[src/rtl/sync_filter_edge_pkg.sv]
// Shared definitions for the sync_filter_edge synchroniser family.
//   MIN_STAGES  : shortest legal synchronisation chain
//   edge_t      : classification of a SYNC update (none / rise / fall)
//   clog2_c     : constant ceil(log2) helper
//   cnt_width   : filter counter width for a given FILTER_LEN
package sync_filter_edge_pkg;

    localparam int MIN_STAGES = 2;

    typedef enum logic [1:0] {
        EDGE_NONE,
        EDGE_RISE,
        EDGE_FALL
    } edge_t;

    function automatic int clog2_c(input int value);
        int r;
        r = 0;
        for (int v = value - 1; v > 0; v = v >> 1) begin
            r++;
        end
        return r;
    endfunction

    // Counter must hold 0..FILTER_LEN; never narrower than one bit.
    function automatic int cnt_width(input int filter_len);
        int w;
        w = clog2_c(filter_len + 1);
        return (w < 1) ? 1 : w;
    endfunction

endpackage

[src/rtl/sync_filter_edge_if.sv]
// Channel bundle of the synchroniser.
//   ASYNC : asynchronous level inputs, one per channel
//   SYNC  : synchronised, filtered levels
//   RISE  : one-cycle pulse on a SYNC 0->1 update
//   FALL  : one-cycle pulse on a SYNC 1->0 update
//   CHG   : RISE | FALL
// master drives ASYNC and observes the results; slave is the synchroniser.
interface sync_filter_edge_if #(
    parameter int BUS_WIDTH = 4
);

    logic [BUS_WIDTH-1:0] ASYNC;
    logic [BUS_WIDTH-1:0] SYNC;
    logic [BUS_WIDTH-1:0] RISE;
    logic [BUS_WIDTH-1:0] FALL;
    logic [BUS_WIDTH-1:0] CHG;

    modport master (
        output ASYNC,
        input  SYNC,
        input  RISE,
        input  FALL,
        input  CHG
    );

    modport slave (
        input  ASYNC,
        output SYNC,
        output RISE,
        output FALL,
        output CHG
    );

endinterface

[src/rtl/sync_filter_bit.sv]
// One synchroniser channel: flop chain, stability filter, SYNC flop and
// registered edge pulses.
//   clk     : destination clock
//   rst     : asynchronous active-high reset
//   async_i : asynchronous level input
//   sync_o  : filtered synchronised level
//   rise_o  : pulse for the cycle after a 0->1 update of sync_o
//   fall_o  : pulse for the cycle after a 1->0 update of sync_o
//   chg_o   : rise_o | fall_o, registered alongside them
module sync_filter_bit
    import sync_filter_edge_pkg::*;
#(
    parameter int   NUM_STAGES = 2,
    parameter int   FILTER_LEN = 0,
    parameter logic RST_VAL    = 1'b0
) (
    input  logic clk,
    input  logic rst,
    input  logic async_i,
    output logic sync_o,
    output logic rise_o,
    output logic fall_o,
    output logic chg_o
);

    localparam int             CNT_W   = cnt_width(FILTER_LEN);
    localparam logic [CNT_W-1:0] CNT_MAX = CNT_W'(FILTER_LEN);

    logic [NUM_STAGES-1:0] stage_q, stage_d;
    logic [CNT_W-1:0]      cnt_q, cnt_d;
    logic                  sync_q, sync_d;
    logic                  rise_q, rise_d;
    logic                  fall_q, fall_d;
    logic                  chg_q, chg_d;
    logic                  chain_out;

    assign chain_out = stage_q[NUM_STAGES-1];

    always_comb begin
        // Pure shift: nothing may sit between synchroniser flops.
        stage_d = {stage_q[NUM_STAGES-2:0], async_i};
        cnt_d   = cnt_q;
        sync_d  = sync_q;
        rise_d  = 1'b0;
        fall_d  = 1'b0;
        chg_d   = 1'b0;
        if (chain_out == sync_q) begin
            cnt_d = '0;
        end else if (cnt_q == CNT_MAX) begin
            // Chain output has disagreed for FILTER_LEN+1 edges: accept it.
            sync_d = chain_out;
            cnt_d  = '0;
            rise_d = chain_out;
            fall_d = ~chain_out;
            chg_d  = 1'b1;
        end else begin
            cnt_d = cnt_q + CNT_W'(1);
        end
    end

    always_ff @(posedge clk or posedge rst) begin
        if (rst) begin
            stage_q <= {NUM_STAGES{RST_VAL}};
            cnt_q   <= '0;
            sync_q  <= RST_VAL;
            rise_q  <= 1'b0;
            fall_q  <= 1'b0;
            chg_q   <= 1'b0;
        end else begin
            stage_q <= stage_d;
            cnt_q   <= cnt_d;
            sync_q  <= sync_d;
            rise_q  <= rise_d;
            fall_q  <= fall_d;
            chg_q   <= chg_d;
        end
    end

    assign sync_o = sync_q;
    assign rise_o = rise_q;
    assign fall_o = fall_q;
    assign chg_o  = chg_q;

endmodule

[src/rtl/sync_filter_edge.sv]
// Multi-channel synchroniser for slow asynchronous level signals with
// glitch filtering and registered rise/fall/change pulses.
//   CLK : destination-domain clock
//   RST : asynchronous active-high reset
//   bus : slave side of sync_filter_edge_if (ASYNC in; SYNC/RISE/FALL/CHG out)
// Each channel is independent; RST_VAL gives the per-channel reset level.
// Not suitable for multi-bit values such as counters.
module sync_filter_edge
    import sync_filter_edge_pkg::*;
#(
    parameter int                   BUS_WIDTH  = 4,
    parameter int                   NUM_STAGES = 2,
    parameter int                   FILTER_LEN = 0,
    parameter logic [BUS_WIDTH-1:0] RST_VAL    = '0
) (
    input  logic               CLK,
    input  logic               RST,
    sync_filter_edge_if.slave  bus
);

    if (NUM_STAGES < MIN_STAGES) begin : g_bad_stages
        $error("sync_filter_edge: NUM_STAGES must be at least 2");
    end
    if (BUS_WIDTH < 1) begin : g_bad_width
        $error("sync_filter_edge: BUS_WIDTH must be at least 1");
    end

    logic [BUS_WIDTH-1:0] sync_w;
    logic [BUS_WIDTH-1:0] rise_w;
    logic [BUS_WIDTH-1:0] fall_w;
    logic [BUS_WIDTH-1:0] chg_w;

    for (genvar i = 0; i < BUS_WIDTH; i++) begin : g_ch
        sync_filter_bit #(
            .NUM_STAGES (NUM_STAGES),
            .FILTER_LEN (FILTER_LEN),
            .RST_VAL    (RST_VAL[i])
        ) u_bit (
            .clk     (CLK),
            .rst     (RST),
            .async_i (bus.ASYNC[i]),
            .sync_o  (sync_w[i]),
            .rise_o  (rise_w[i]),
            .fall_o  (fall_w[i]),
            .chg_o   (chg_w[i])
        );
    end

    assign bus.SYNC = sync_w;
    assign bus.RISE = rise_w;
    assign bus.FALL = fall_w;
    assign bus.CHG  = chg_w;

endmodule

[src/flat_wrapper.sv]
// flat-port wrapper written by rule: the top's interface ports become plain ports
module sync_filter_edge_flat import sync_filter_edge_pkg::*;
#(
    parameter int                   BUS_WIDTH  = 4,
    parameter int                   NUM_STAGES = 2,
    parameter int                   FILTER_LEN = 0,
    parameter logic [BUS_WIDTH-1:0] RST_VAL    = '0
)
  (CLK, RST, bus_ASYNC, bus_SYNC, bus_RISE, bus_FALL, bus_CHG);
  sync_filter_edge_if #(.BUS_WIDTH(BUS_WIDTH)) bus_i ();
  input  logic CLK;
  input  logic RST;
  input wire logic [$bits(bus_i.ASYNC)-1:0] bus_ASYNC;
  output wire logic [$bits(bus_i.SYNC)-1:0] bus_SYNC;
  output wire logic [$bits(bus_i.RISE)-1:0] bus_RISE;
  output wire logic [$bits(bus_i.FALL)-1:0] bus_FALL;
  output wire logic [$bits(bus_i.CHG)-1:0] bus_CHG;
  assign bus_i.ASYNC = bus_ASYNC;
  assign bus_SYNC = bus_i.SYNC;
  assign bus_RISE = bus_i.RISE;
  assign bus_FALL = bus_i.FALL;
  assign bus_CHG = bus_i.CHG;
  sync_filter_edge #(.BUS_WIDTH(BUS_WIDTH), .NUM_STAGES(NUM_STAGES), .FILTER_LEN(FILTER_LEN), .RST_VAL(RST_VAL)) u_core (.CLK(CLK), .RST(RST), .bus(bus_i));
endmodule
[config.mk]
export PLATFORM = sky130hd
export DESIGN_NAME = sync_filter_edge_flat
export DESIGN_NICKNAME = d
export VERILOG_FILES = /design/src/rtl/sync_filter_edge_pkg.sv /design/src/rtl/sync_filter_edge_if.sv /design/src/rtl/sync_filter_bit.sv /design/src/rtl/sync_filter_edge.sv /design/src/flat_wrapper.sv
export SDC_FILE = /design/constraint.sdc
export NUM_CORES = 1
export LEC_CHECK = 0
export ABC_AREA = 1
export CORE_MARGIN = 8
export CORE_UTILIZATION = 50
export CTS_CLUSTER_DIAMETER = 200
export CTS_CLUSTER_SIZE = 25
export DETAILED_ROUTE_END_ITERATION = 8
export PLACE_DENSITY_LB_ADDON = 0.15
export SLEW_MARGIN = 40
export SYNTH_ARGS = -nofsm -noshare
export SYNTH_HDL_FRONTEND = slang
export SYNTH_SLANG_ARGS = --single-unit
[constraint.sdc]
create_clock -name CLK -period 1.5 [get_ports CLK]
set_input_delay 0.225 -clock CLK [delete_from_list [all_inputs] [get_ports CLK]]
set_output_delay 0.225 -clock CLK [all_outputs]
set_load 0.02 [all_outputs]
==> run metrics, run 1 <==
share of post-route cells with drive strength above 1 0.2143; EDFF count, synth 0; Max Cap Viol 0; Syn Area/Cell 12.80 µm²; share of the core filled with cells 0.6502; DR WL/cell 10.48 µm; CP Max Fanout 1; slowest CP cell clkdlybuf4s50_1; Final period util 0.9741; status complete, no violations; combinational family with the most area after synthesis buffers and inverters; Slew Viols, Final 0; Pwr Density 1864 mW/mm²; leakage power total 0.0006878 µW; Mapped Nets 87; Worst setup SP type register; grt total ovfl 0; synthesized cell area 934.6 µm²; Post-CTS Hold Fix Bufs 0; CORE AREA 0.001745 mm²; Routed Antenna Nets 0; Critical Path End Type primary output; gr usage total 0.07210; post-synth top area share 0.6426; Vias/cell 4.009; die area 0.003509 mm²; # setup viols final 0; Synth cell types 7; Nets 99; ys async rst share 1.000; Final Hold Fails 0; largest net degree at the start of global routing 15; simple logic cell fraction of the synthesized area 0.06961; Max Fclk 684.4 MHz; area leader, netlist dfrtp_1; FILL cells 144; drt initial violations 1; # H-tree levels 1; skew final 0.0008071 ns; Syn. warnings 0; sequential area share after synthesis 0.6426; CP cell instances clkdlybuf4s50_1; top post-synthesis cells by count dfrtp_1, buf_4, inv_1; RSZ-0062 raised after global routing false; HP Class input pin to asynchronous set/reset pin; XOR/XNOR share of the synthesized area 0; Post-CTS Setup Inserts 0; #FFs+latches synth 24; final WL 1142 µm; post-synthesis cell count 73; min Tclk post-route 1.461 ns; Post-Place Cell Area 0.001071 mm²; first-pass GRT wire length 1869 µm; vias in the first global route 449; layout overhead on the synthesized area 21.42%; crit path DAT 1.24 ns; Synth Flop Type dfrtp_1; io pins 22; crit-path leading delay family buffers and inverters; Skew-Pair Late Insertion Delay 0.30 ns; gp weighted congestion 0.6705; number of buffers created by CTS 3; die height 59.24 µm; Worst Max-Slew Pin Slew 0.2306 ns; count leader, synth dfrtp_1; clk buf depth 2; post-synthesis compound-gate area fraction 0; clk root buf clkbuf_4; DR vias 437; DRC 0; Adder-Cell Fraction of Synth Area 0.1071; CTS tree yes; Slew HR 0.8460; Initial Util 0.5355; CP required 1.27 ns; crit path buf inv count 1; mux cell area share after synthesis 0; delay of the slowest critical-path stage 0.59 ns; initial antenna violation count 0; setup TNS 0 ns; Port Buffers 21; first-pass detailed-route iteration total 2; clock-pin slew on the worst setup and hold paths 0.12 ns; worst vdd ir 939.6 µV; Layout Cell Area excl Fill 0.001135 mm²; Die X 59.24 µm; top post-synthesis cells by area dfrtp_1, buf_4, ha_1; row cnt 15; # diodes 0; WS Path Type register to primary output; Clock Sinks 24; detailed placer's ending HPWL 880.1 µm
## per-layer routing
metal	global-route usage	vias up	wire length, µm
li1	-	217	-
met1	0.07891	203	506
met2	0.1048	15	531
met3	0.03037	2	91
met4	0.06143	0	12
met5	0	-	0
## repair_timing
item | in CTS | in global routing
resized for setup | 7 | 8
hold endpoints to repair | 0 | 0
endpoints found under the setup margin | 7 | 8
## logic make-up after synthesis
family / Yosys count
buf+inv: 29
flops: 24
simple gates: 12
fa+ha+maj: 8
## power breakdown
part,internal (µW),total [µW],switching [µW],leakage (µW)
clock network,270,453,184,0.0000279
registers,822,902,80.5,0.000292
logic,314,759,446,0.000368
total,1410,2110,710,0.000688
## layout by cell type (no fill, tap or decap)
master / synthesis / final
ha_1: 8 / 8
buf_4: 16 / 2
bufinv_16: 0 / 1
dlymetal6s2s_1: 0 / 8
nand2_1: 4 / 4
dfrtp_1: 24 / 24
clkbuf_4: 0 / 3
clkdlybuf4s50_1: 0 / 6
dlygate4sd2_1: 0 / 7
nand2_2: 8 / 8
inv_1: 9 / 9
inv_2: 4 / 4
## flip-flops by register name, indices dropped and copies added (netlist names)
signal                     cells
u_core.g_ch.u_bit.fall_o       4
u_core.g_ch.u_bit.rise_o       4
u_core.g_ch.u_bit.chg_o        4
u_core.g_ch.u_bit.stage_q      8
u_core.g_ch.u_bit.sync_o       4
## stage by stage
| stage | cells | setup slack [ns] | power (µW) | hold slack [ns] |
|---|---|---|---|---|
| floorplan | 73 | 0.5532 | 1607 | 0.2396 |
| global placement | 105 | 0.2907 | 1771 | 0.3326 |
| detailed placement | 105 | 0.2756 | 1785 | 0.3358 |
| CTS | 109 | 0.003645 | 2170 | 0.2427 |
| global route | 109 | 0.001401 | 2253 | 0.2717 |
| finish | 109 | 0.03890 | 2115 | 0.2345 |
## cell type report
cell class              count  area [µm²]  area share
well taps                  25       31.28     0.02756
clock buffers               3       22.52     0.01985
clock inverters             1       30.03     0.02646
repair buffers             23       236.5      0.2084
flip-flops and latches     24       600.6      0.5292
multi-input cells          20       165.2      0.1455
inverters                  13       48.80     0.04300
## path summary, 6_finish.rpt
check / start / to / slack [ns] / cells after the start
hold / removal: RST / u_core.g_ch[1].u_bit.chg_o$_DFF_PP0_ / 0.23 / 3
setup reg to reg: u_core.g_ch[2].u_bit.sync_o$_DFFE_PP0P_ / u_core.g_ch[2].u_bit.sync_o$_DFFE_PP0P_ / 0.50 / 4
max in group asynchronous: RST / u_core.g_ch[2].u_bit.rise_o$_DFF_PP0_ / 1.09 / 3
min in group CLK: bus_ASYNC[1] / u_core.g_ch[1].u_bit.stage_q[0]$_DFF_PP0_ / 0.34 / 1
setup / recovery: u_core.g_ch[0].u_bit.rise_o$_DFF_PP0_ / bus_RISE[0] / 0.04 / 1
hold reg to reg: u_core.g_ch[0].u_bit.stage_q[0]$_DFF_PP0_ / u_core.g_ch[0].u_bit.stage_q[1]$_DFF_PP0_ / 0.36 / 0
## worst reg2reg max path: cells and delay by family, from the launching register on
family | cells | cell delay [ns]
buffers and inverters | 1 | 0.06
and+or+nand+nor | 2 | 0.14
DFF | 1 | 0.41
adders and majority gates | 1 | 0.31
Note: power is estimated with default switching activity, not from simulation.
==> inputs of run 2 (changes only) <==
--- a/config.mk
+++ b/config.mk
@@ -8,7 +8,6 @@
 export ABC_AREA = 1
 export CORE_MARGIN = 8
 export CORE_UTILIZATION = 50
-export CTS_CLUSTER_DIAMETER = 200
 export CTS_CLUSTER_SIZE = 25
 export DETAILED_ROUTE_END_ITERATION = 8
 export PLACE_DENSITY_LB_ADDON = 0.15
==> results of run 2 <==
Same layout as run 1: the final DEF is identical, and so are final timing and power.
==> inputs of run 3 (changes only) <==
--- a/config.mk
+++ b/config.mk
@@ -10,6 +10,7 @@
 export CORE_UTILIZATION = 50
 export CTS_CLUSTER_SIZE = 25
 export DETAILED_ROUTE_END_ITERATION = 8
+export DONT_BUFFER_PORTS = 1
 export PLACE_DENSITY_LB_ADDON = 0.15
 export SLEW_MARGIN = 40
 export SYNTH_ARGS = -nofsm -noshare
==> run 3 against run 2 <==
Effect of this change: worst setup slack better by 0.31 ns; first-iteration DRC count grew to 3.0 times the previous value; sequential power up 27%; count of clock-buffer cells in the layout up 1; fmax up 27%; design area shrank 17%; die area unchanged; combinational power fell by 64%; non-clock buffer count is 17 lower; global-route usage shrank 0.061 points; largest power group unchanged; critical endpoint is now u_core.g_ch[1].u_bit.sync_o$_DFFE_PP0P_; register-to-register slack lost 0.15 ns; power is 17% lower.
==> run metrics, run 3 (synthesis results as in run 1) <==
status complete, no violations (unchanged); Post-CTS Hold Fix Bufs 5 (was 0); leakage power total 0.0004973 µW (was 0.0006878 µW); gp weighted congestion 0.6214 (was 0.6705); vias in the first global route 359 (was 449); Vias/cell 4.087 (was 4.009); Die X 59.24 µm (unchanged); Pwr Density 1867 mW/mm² (was 1864 mW/mm²); CTS tree yes (unchanged); Critical Path End Type register (was primary output); Post-CTS Setup Inserts 0 (unchanged); Post-Place Cell Area 853.3 µm² (was 0.001071 mm²); Clock Sinks 24 (unchanged); setup TNS 0 ns (unchanged); drt initial violations 3 (was 1); DR WL/cell 11.54 µm (was 10.48 µm); clk buf depth 2 (unchanged); crit path DAT 1.36 ns (was 1.24 ns); clock-pin slew on the worst setup and hold paths 0.12 ns (about the same); # diodes 0 (unchanged); Worst Max-Slew Pin Slew 0.4217 ns (was 0.2306 ns); number of buffers created by CTS 3 (unchanged); Routed Antenna Nets 0 (unchanged); CP required 1.71 ns (was 1.27 ns); Slew HR 0.7185 (was 0.8460); Layout Cell Area excl Fill 939.7 µm² (was 0.001135 mm²); io pins 22 (unchanged); min Tclk post-route 1.148 ns (was 1.461 ns); initial antenna violation count 0 (unchanged); WS Path Type register to register (was register to primary output); Final period util 0.7655 (was 0.9741); die height 59.24 µm (unchanged); clk root buf clkbuf_4 (unchanged); Max Fclk 870.9 MHz (was 684.4 MHz); most frequent cells in the layout dfrtp_1, inv_1, nand2_2, ha_1, dlygate4sd3_1 (was dfrtp_1, inv_1, nand2_2, ha_1, dlymetal6s2s_1); commonest non-fill, non-tap cell in the layout dfrtp_1 (unchanged); Initial Util 0.5355 (unchanged); die area 0.003509 mm² (unchanged); share of post-route cells with drive strength above 1 0.2537 (was 0.2143); # setup viols final 0 (unchanged); final WL 1062 µm (was 1142 µm); Final Hold Fails 0 (unchanged); Worst setup SP type register (unchanged); skew final 0.003727 ns (was 0.0008071 ns); # H-tree levels 1 (unchanged); gr usage total 0.07149 (was 0.07210); CORE AREA 0.001745 mm² (unchanged); RSZ-0062 raised after global routing false (unchanged); worst vdd ir 991.4 µV (was 939.6 µV); FILL cells 149 (was 144); Nets 82 (was 99); post_cts resized 0 (was 7); first-pass detailed-route iteration total 4 (was 2); Skew-Pair Late Insertion Delay 0.30 ns (about the same); first-pass GRT wire length 1738 µm (was 1869 µm); layout overhead on the synthesized area 0.5355% (was 21.42%); DRC 0 (unchanged); Largest Register u_core.g_ch.u_bit.stage_q (unchanged); largest net degree at the start of global routing 14 (was 15); row cnt 15 (unchanged); DR vias 376 (was 437); grt total ovfl 0 (unchanged); Max Cap Viol 0 (unchanged); HP Class input pin to asynchronous set/reset pin (unchanged); Slew Viols, Final 0 (unchanged); max reg flops 8 (unchanged); CP Max Fanout 4 (was 1); Port Buffers 0 (was 21); detailed placer's ending HPWL 811.4 µm (was 880.1 µm)
==> run 3: changes by cell type in the layout (fill, tap and decap cells not counted) <==
cell             before  now
dlygate4sd3_1         0    5
clkdlybuf4s50_1       6    0
buf_4                 2    1
clkbuf_8              0    1
bufinv_16             1    0
dlymetal6s2s_1        8    0
dlygate4sd2_1         7    0
==> run 3: per-layer routing <==
metal | track usage | part of all wire
met1 | 0.07198 | 0.43
met2 | 0.09553 | 0.45
met3 | 0.04555 | 0.11
met4 | 0.07167 | 0.016
met5 | 0 | 0
==> run 3: area by class of cell <==
class	count	area, µm²	share of cell area
sequential	24	600.6	0.6391
multi-input combinational	20	165.2	0.1758
timing repair buffer	6	57.56	0.06125
inverter	13	48.80	0.05193
clock buffer	4	36.28	0.03862
tap	25	31.28	0.03329
==> run 3: power by group <==
part	switching (µW)	internal (µW)
clock	178	148
sequential	330	823
combinational	162	115
total	669	1090
==> run 3: through the flow <==
| step | total power [µW] | hold WS [ns] | std cells | util | setup WS [ns] |
|---|---|---|---|---|---|
| after global routing | 1895 | 0.3390 | 92 | 0.5384 | 0.2488 |
| final | 1755 | 0.3368 | 92 | 0.5384 | 0.3518 |
| after floorplan | 1607 | 0.2396 | 73 | - | 0.5532 |
| after global placement | 1442 | 0.1304 | 83 | 0.4889 | 0.3658 |
| after CTS | 1799 | 0.3444 | 92 | 0.5384 | 0.3280 |
| after detailed placement | 1455 | 0.1352 | 83 | 0.4889 | 0.3508 |
==> run 3: critical path, cell delays in order, from the launching register on <==
cell     delay (ns)
dfrtp_1        0.53
inv_1          0.08
ha_1           0.32
nand2_1        0.08
nand2_2        0.05
==> run 3: final timing paths <==
check | to | slack (ns) | depth (start not counted) | start
worst max-delay path | u_core.g_ch[1].u_bit.sync_o$_DFFE_PP0P_ | 0.35 | 4 | u_core.g_ch[1].u_bit.sync_o$_DFFE_PP0P_
worst min-delay path | u_core.g_ch[1].u_bit.chg_o$_DFF_PP0_ | 0.34 | 2 | RST
worst max register to register | u_core.g_ch[1].u_bit.sync_o$_DFFE_PP0P_ | 0.35 | 4 | u_core.g_ch[1].u_bit.sync_o$_DFFE_PP0P_
worst min register to register | u_core.g_ch[1].u_bit.stage_q[1]$_DFF_PP0_ | 0.36 | 0 | u_core.g_ch[1].u_bit.stage_q[0]$_DFF_PP0_
max in group asynchronous | u_core.g_ch[3].u_bit.stage_q[1]$_DFF_PP0_ | 0.64 | 3 | RST
min in group CLK | u_core.g_ch[1].u_bit.stage_q[1]$_DFF_PP0_ | 0.36 | 0 | u_core.g_ch[1].u_bit.stage_q[0]$_DFF_PP0_
